--- src/rtl/full_adder.sv ---
// Existing 1-bit full adder cell, reused unmodified by sequential consumers
// such as serial_adder.
module full_adder (
  input  logic A,
  input  logic B,
  input  logic Cin,
  output logic S,
  output logic Cout
);

  assign S    = A ^ B ^ Cin;
  assign Cout = (A & B) | (Cin & (A ^ B));

endmodule

--- src/rtl/serial_adder.sv ---
// Bit-serial WIDTH-bit adder: one full_adder cell plus a carry flop, operands
// shifted through LSB-first, registered {cout,sum} with a one-cycle done pulse.
module serial_adder #(
  parameter int WIDTH = 8
) (
  input  logic             clk,
  input  logic             rst,
  input  logic             start,
  input  logic [WIDTH-1:0] a,
  input  logic [WIDTH-1:0] b,
  input  logic             cin,
  output logic             busy,
  output logic             done,
  output logic [WIDTH-1:0] sum,
  output logic             cout
);

  localparam int CNT_W = (WIDTH > 1) ? $clog2(WIDTH) : 1;
  localparam logic [CNT_W-1:0] CNT_LAST = CNT_W'(WIDTH - 1);

  localparam logic [1:0] S_IDLE  = 2'd0;
  localparam logic [1:0] S_SHIFT = 2'd1;
  localparam logic [1:0] S_DONE  = 2'd2;

  logic [1:0]       state_q,  state_d;
  logic [WIDTH-1:0] a_sr_q,   a_sr_d;
  logic [WIDTH-1:0] b_sr_q,   b_sr_d;
  logic [WIDTH-1:0] res_sr_q, res_sr_d;
  logic             carry_q,  carry_d;
  logic [CNT_W-1:0] cnt_q,    cnt_d;
  logic [WIDTH-1:0] sum_q,    sum_d;
  logic             cout_q,   cout_d;
  logic             busy_q,   busy_d;
  logic             done_q,   done_d;

  logic             fa_s;
  logic             fa_cout;
  logic [WIDTH-1:0] res_shift;

  full_adder u_fa (
    .A    (a_sr_q[0]),
    .B    (b_sr_q[0]),
    .Cin  (carry_q),
    .S    (fa_s),
    .Cout (fa_cout)
  );

  // New sum bit enters at the MSB; the shift form also covers WIDTH == 1.
  assign res_shift = WIDTH'({fa_s, res_sr_q} >> 1);

  always_comb begin
    // NOTE: every next-state signal gets its hold value first, so no path
    // through the case statement can leave one unassigned and infer a latch.
    state_d  = state_q;
    a_sr_d   = a_sr_q;
    b_sr_d   = b_sr_q;
    res_sr_d = res_sr_q;
    carry_d  = carry_q;
    cnt_d    = cnt_q;
    sum_d    = sum_q;
    cout_d   = cout_q;

    case (state_q)
      S_IDLE: begin
        if (start) begin
          a_sr_d  = a;
          b_sr_d  = b;
          carry_d = cin;
          cnt_d   = '0;
          state_d = S_SHIFT;
        end
      end
      S_SHIFT: begin
        res_sr_d = res_shift;
        a_sr_d   = a_sr_q >> 1;
        b_sr_d   = b_sr_q >> 1;
        carry_d  = fa_cout;
        cnt_d    = cnt_q + CNT_W'(1);
        if (cnt_q == CNT_LAST) begin
          sum_d   = res_shift;
          cout_d  = fa_cout;
          state_d = S_DONE;
        end
      end
      S_DONE:  state_d = S_IDLE;
      default: state_d = S_IDLE;
    endcase

    // Status outputs are decoded from the next state so they leave a flop.
    busy_d = (state_d == S_SHIFT);
    done_d = (state_d == S_DONE);
  end

  // NOTE: sequential state uses non-blocking assignments so every flop samples
  // the values from before this edge, regardless of statement order.
  always_ff @(posedge clk) begin
    if (rst) begin
      state_q  <= S_IDLE;
      a_sr_q   <= '0;
      b_sr_q   <= '0;
      res_sr_q <= '0;
      carry_q  <= 1'b0;
      cnt_q    <= '0;
      sum_q    <= '0;
      cout_q   <= 1'b0;
      busy_q   <= 1'b0;
      done_q   <= 1'b0;
    end else begin
      state_q  <= state_d;
      a_sr_q   <= a_sr_d;
      b_sr_q   <= b_sr_d;
      res_sr_q <= res_sr_d;
      carry_q  <= carry_d;
      cnt_q    <= cnt_d;
      sum_q    <= sum_d;
      cout_q   <= cout_d;
      busy_q   <= busy_d;
      done_q   <= done_d;
    end
  end

  assign busy = busy_q;
  assign done = done_q;
  assign sum  = sum_q;
  assign cout = cout_q;

endmodule

--- config.mk ---
export PLATFORM = sky130hd
export DESIGN_NAME = serial_adder
export DESIGN_NICKNAME = d
export VERILOG_FILES = /design/src/rtl/full_adder.sv /design/src/rtl/serial_adder.sv
export SDC_FILE = /design/constraint.sdc
export NUM_CORES = 1
export LEC_CHECK = 0
export CAP_MARGIN = 20
export CORE_ASPECT_RATIO = 0.7
export CORE_MARGIN = 2
export CORE_UTILIZATION = 60
export DETAILED_ROUTE_END_ITERATION = 8
export DONT_BUFFER_PORTS = 1
export PLACE_DENSITY = 0.84
export SYNTH_ARGS = -nofsm -noshare
export SYNTH_HDL_FRONTEND = slang
export SYNTH_SLANG_ARGS = --single-unit
--- constraint.sdc ---
create_clock -name clk -period 1.7 [get_ports clk]
set_clock_uncertainty 0.05 [all_clocks]
set_input_delay 0 -clock clk [delete_from_list [all_inputs] [get_ports clk]]
set_output_delay 0 -clock clk [all_outputs]
set_load 0.02 [all_outputs]
## Word level (Yosys, flattened, before mapping)

Index checks and enable logic that the tools add are counted.
Widths: inputs -> output; s select.

| word-level totals | value |
|---|---|
| output and inout bits | 11 |
| word-level logic and storage cells | 36 |
| register bits after elaboration | 41 |

| cells by class | value |
|---|---|
| add/subtract/negate cells | 1 |
| reductions and logical operators | 4 |
| muxes and demuxes | 11 |
| bitwise operators | 5 |
| eq/ne operators | 5 |

Operators with widths:

| cell | number |
|---|---|
| $pmux 8 s2 | 2 |
| $mux 8 | 2 |
| $pmux 3 s2 | 1 |
| $eq 2x1->1 const B | 2 |
| $mux 2 | 2 |
| $pmux 2 s2 | 1 |
| $reduce_and 2->1 | 2 |
| $add 3x1->3 const B | 1 |
| $eq 3x3->1 const B | 1 |
| $mux 3 | 1 |
| $and 1x1->1 | 2 |
| $eq 2x2->1 const B | 1 |
| $logic_not 2->1 | 1 |
| $ne 2x2->1 const B | 1 |
| $pmux 1 s2 | 1 |
| $reduce_bool 2->1 | 1 |
| $xor 1x1->1 | 2 |
| $mux 1 | 1 |
| $or 1x1->1 | 1 |

## Longest topological paths before layout

| depth | value |
|---|---|
| depth in word-level cells | 4 |
| gate-level depth with buffers | 6 |
| depth with buffers taken out | 5 |

## By module

From an unflattened synthesis, not the netlist that was laid out.

| second synthesis, totals | value |
|---|---|
| cells, all modules | 171 |
| area, all modules | 1661.6 µm² |

Modules (own cells, without submodules):

| module | cells an instance | times used | area each (µm²) |
|---|---|---|---|
| serial_adder | 170 | 1 | 1641.6 |
| full_adder | 1 | 1 | 20.0 |

## Worst setup path before layout

Ideal clock, no wire load.

| timing path | value |
|---|---|
| kind | flip-flop to flip-flop |
| from | register cnt_q[0] |
| to | register busy_q, in the netlist busy |
| slack | 0.369 ns |
| cell stages (with the launch flop) | 7 |
| data arrival time | 1.151 ns |
| required time | 1.520 ns |
| path buffers | 1 |
| clock period less this slack | 1.331 ns |
| path through | dfxtp_1 > ha_1 > ha_1 > clkbuf_1 > inv_1 > mux2i_1 > nor3_1 |

| on the way | value |
|---|---|
| word-level cells in the longest chain between the ends | 4 |

Ends and longest elaborated chain:

| element | line | text |
|---|---|---|
| start, declared | serial_adder.sv:30 | `logic [CNT_W-1:0] cnt_q, cnt_d;` |
| start signal, assigned | serial_adder.sv:114 | `cnt_q <= cnt_d;` |
| $eq 3x3->1 | serial_adder.sv:79 | `if (cnt_q == CNT_LAST) begin` |
| $mux 2 | serial_adder.sv:79 |  |
| $pmux 2 s2 | serial_adder.sv:63 | `case (state_q)` |
| $eq 2x1->1 | serial_adder.sv:90 | `busy_d = (state_d == S_SHIFT);` |
| end signal, assigned | serial_adder.sv:117 | `busy_q <= busy_d;` |
| end, declared | serial_adder.sv:33 | `logic busy_q, busy_d;` |

No other way between the ends.
A chain may end at the register's enable or synchronous reset.

## Worst setup path after layout

| timing path | value |
|---|---|
| from | register cnt_q[0] |
| to | register sum_q[4], in the netlist sum[4] |

| on the way | value |
|---|---|
| word-level cells in the longest chain between the ends | 2 |

Ends and longest elaborated chain:

| element | line | text |
|---|---|---|
| $eq 3x3->1 | serial_adder.sv:79 |  |
| $reduce_and 2->1 (no source line) | n/a |  |
| end signal, assigned | serial_adder.sv:115 | `sum_q <= sum_d;` |
| end, declared | serial_adder.sv:31 | `logic [WIDTH-1:0] sum_q, sum_d;` |

No other way between the ends.

==> impl.org <==
** Synth
- The number of nets in the synthesized netlist is roughly 200.
- Flops & latches, synth :: 40
- Counting flops with a built-in enable in the synthesized netlist gives 0.
- After synthesis the cells add up to 0.00160 sq mm.
- In this run the mean area of a mapped cell was 9.28 sq um.
- Most used flip-flop cell after synthesis :: sky130_fd_sc_hd__dfxtp_1
- Counting every instance in the synthesized netlist gives roughly 170.
- In this run, distinct cell masters in the synthesized netlist total 22.
- The Yosys step of the flow raised 0 warnings.
- Post-synthesis sequential area ratio :: around 50%
- Of all flip-flops after synthesis, the portion carrying an async set or reset was 0%.

** GRT
- Global routing finished with a remaining overflow of 0.
- Initial antenna violation count :: 0
- The first global-routing pass estimated between 5000 and 6000 um of wire.
- Via count of the first global-routing pass :: 1165
- Entering global routing, the biggest net connects roughly 40 pins.
- Global routing consumed, over all layers together, approximately 25% of the routing resources.

** Layout
- The filler cells instantiated in the layout total 183.
- Cells fill 75.5% of the core in the end.
- Number of antenna cells inserted :: 0
- Number of nets in the layout :: about 210
- In the final layout, the share of cells above drive strength 1 is 7.37%.
- Compared with the post-synthesis result, the final layout area differs by 18.1%.

** STA
- Fmax achieved :: between 600 and 700 MHz
- The final hold violation count came to 0.
- The final count of pins violating max slew is 0.
- Final setup violation count :: 0
- Period Utilization, post-route :: between 80 and 90%
- Clock period minus worst slack :: 1.47 ns
- For the pin with the worst max-slew slack, the measured transition is between 0.4 and 0.5 ns.
- Setup_tns :: 0 ns
- Post-route worst hold slack :: approximately 0.024 ns
- Unrepaired setup endpoints after global routing :: no
- After layout, the worst setup slack is 0.234 ns.
- The worst pin sits at a relative slew slack of a little over two thirds.

** Die
- The die covers between 0.003 and 0.004 sq mm.
- The region available for standard cell placement spans ~0.0025 sq mm.
- Overall die width :: approximately 66 um
- In this run the vertical extent of the chip is roughly 47 um.
- FP Rows :: 15
- The initial utilization of the core area, before any placement, comes to 64.0%.
- Pin placement for this block handled 31 I/O pins.

** Pwr
- Worst VDD drop :: 0.996 mV
- Static Leakage :: 0.000737 uW
- Overall Power :: around 1900 uW
- Power density of the placed cells :: slightly below 1000 mW/mm^2

** Clock tree
- In this run the deepest clock path goes through 2 buffers.
- Worst-path clk slew :: 0.08 ns
- The number of gates resized after CTS was 0.
- Post-CTS timing repair inserted 0 buffers for setup.
- # H-tree levels :: 2
- CTS buffer count :: 5
- Clock latency reported for the late side of the worst-skew pair :: ~0.30 ns
- CTS saw 40 sinks.
- The cell sitting at the root of the clock tree is a sky130_fd_sc_hd__clkbuf_8.
- Clock tree from TritonCTS :: yes

** Drt
- DR vias :: ~1200
- Post-detailed-route wirelength per cell :: about 15 um
- In this run the remaining antenna-violating nets after routing total 0.
- Detailed Routing Iterations Pass 1 :: 4
- Initial detailed-routing violation count :: 107
- Number of remaining DRC errors :: 0
- Detail-routed via count per cell :: between 5 and 6
- Routed WL :: about 3300 um

** Outcome
- The run finished with clean final reports.

** Placed design
- Setup Slack @ Placement :: between 0.2 and 0.3 ns
- Detailed placement ended at an HPWL of 2030 um.
- At the end of routability-driven placement, the weighted congestion stood at 0.735.
- IO Port Bufs :: 0

** Flow run
- Max-cap violations :: 0

** Critical path
- For the worst setup path, the data required time is 1.88 ns.
- STA classifies the critical path endpoint as a flop.
- STA puts the critical path data arrival time at 1.65 ns.
- Worst Setup Start Kind :: flop
- Crit-path max FO :: 11
- Across all register-to-register paths, the minimum setup slack is about 0.23 ns.
- The critical path is of the flop to flop type.

** Min path
- The path class of the tightest hold or removal check is input pin to flop.
-- where the power goes --
part	internal, uW	switching (uW)	leakage, uW
combinational	92.3	97.1	0.000359
clock	324	333	0.0000510
sequential	979	29.6	0.000327
total	1390	459	0.000737
-- cell usage in the layout (no fill, tap or decap), drive strengths merged --
| cell | netlist | final |
|---|---|---|
| a22oi | 4 | 4 |
| nor3b | 1 | 1 |
| dlygate4sd3 | 0 | 19 |
| mux2i | 17 | 17 |
| clkinv | 0 | 2 |
| clkbuf | 6 | 6 |
| a211oi | 15 | 15 |
| nand3 | 9 | 9 |
| nand3b | 1 | 1 |
| nand2 | 23 | 23 |
| o21bai | 1 | 1 |
| nor3 | 2 | 2 |
| ha | 2 | 2 |
| nand2b | 2 | 2 |
| buf | 8 | 5 |
| inv | 1 | 1 |
| and2b | 1 | 1 |
| a21oi | 16 | 16 |
| fa | 1 | 1 |
| nor2 | 22 | 22 |
| dfxtp | 40 | 40 |
-- synthesized netlist by cell type (2+ instances only) --
master                     instances  area (sq um)
sky130_fd_sc_hd__nor3_1            2          10.0
sky130_fd_sc_hd__dfxtp_1          40           801
sky130_fd_sc_hd__clkbuf_1          6          22.5
sky130_fd_sc_hd__nand2_1          23          86.3
sky130_fd_sc_hd__nand3_1           9          45.0
sky130_fd_sc_hd__nand2b_1          2          12.5
sky130_fd_sc_hd__a22oi_1           4          30.0
sky130_fd_sc_hd__mux2i_1          17           170
sky130_fd_sc_hd__buf_2             5          25.0
sky130_fd_sc_hd__a21oi_1          16          80.1
sky130_fd_sc_hd__ha_1              2          25.0
sky130_fd_sc_hd__a211oi_1         15           113
sky130_fd_sc_hd__nor2_1           22          82.6
-- cells by family after synthesis --
logic type | count (synthesis) | synth area share, %
buf+inv | 15 | 5.64
compound gates | 36 | 14.4
simple gates | 61 | 16.3
flops | 40 | 50.2
fa+ha+maj | 3 | 2.82
mux | 17 | 10.7
-- state kept, by name (all words and copies together) (netlist names) --
register	count
a_sr_q	8
b_sr_q	8
sum	8
res_sr_q	7
cnt_q	3
state_q	2
busy	1
carry_q	1
cout	1
done	1
-- worst max-delay path: stages, from the launching register on --
cell	delay (ns)
sky130_fd_sc_hd__dfxtp_1	0.33
sky130_fd_sc_hd__ha_1	0.21
sky130_fd_sc_hd__ha_1	0.20
sky130_fd_sc_hd__nand3b_1	0.34
sky130_fd_sc_hd__nand2_1	0.11
sky130_fd_sc_hd__a21oi_1	0.17
-- through the flow --
stage               instance area (sq um)  std cells
finish                               1890        224
global route                         1890        224
CTS                                  1890        224
detailed placement                   1580        196
global placement                     1580        196
floorplan                            1600        172
-- layout make-up --
type                    count  area (sq um)  area share, %
flip-flops and latches     40           801           42.5
multi-input cells         117           706           37.4
repair buffers             24           240           12.7
clock buffers               6          82.6           4.38
well taps                  34          42.5           2.26
clock inverters             2          10.0          0.531
inverters                   1          3.75          0.199
-- final timing paths --
| path | from | endpoint | cells past startpoint |
|---|---|---|---|
| setup / recovery | cnt_q[0] | sum[4] | 5 |
| hold / removal | start | b_sr_q[7] | 3 |
| setup reg to reg | cnt_q[0] | sum[4] | 5 |
| hold reg to reg | res_sr_q[1] | sum[0] | 2 |
-- per-layer routing --
layer  GRT usage (%)  share of wire [%]  vias up
li1                -                  -      628
met3            8.15                3.8        8
met1            31.2                 48      551
met2            40.0                 47       20
met5               0                  0        -
met4            10.4                1.6        0
-- timing repair --
action                                  4_1_cts  5_1_grt
hold buffers                                 20        0
hold endpoints to repair                     40        0
endpoints found under the setup margin        0        0
(Power assumes the default switching activity.)
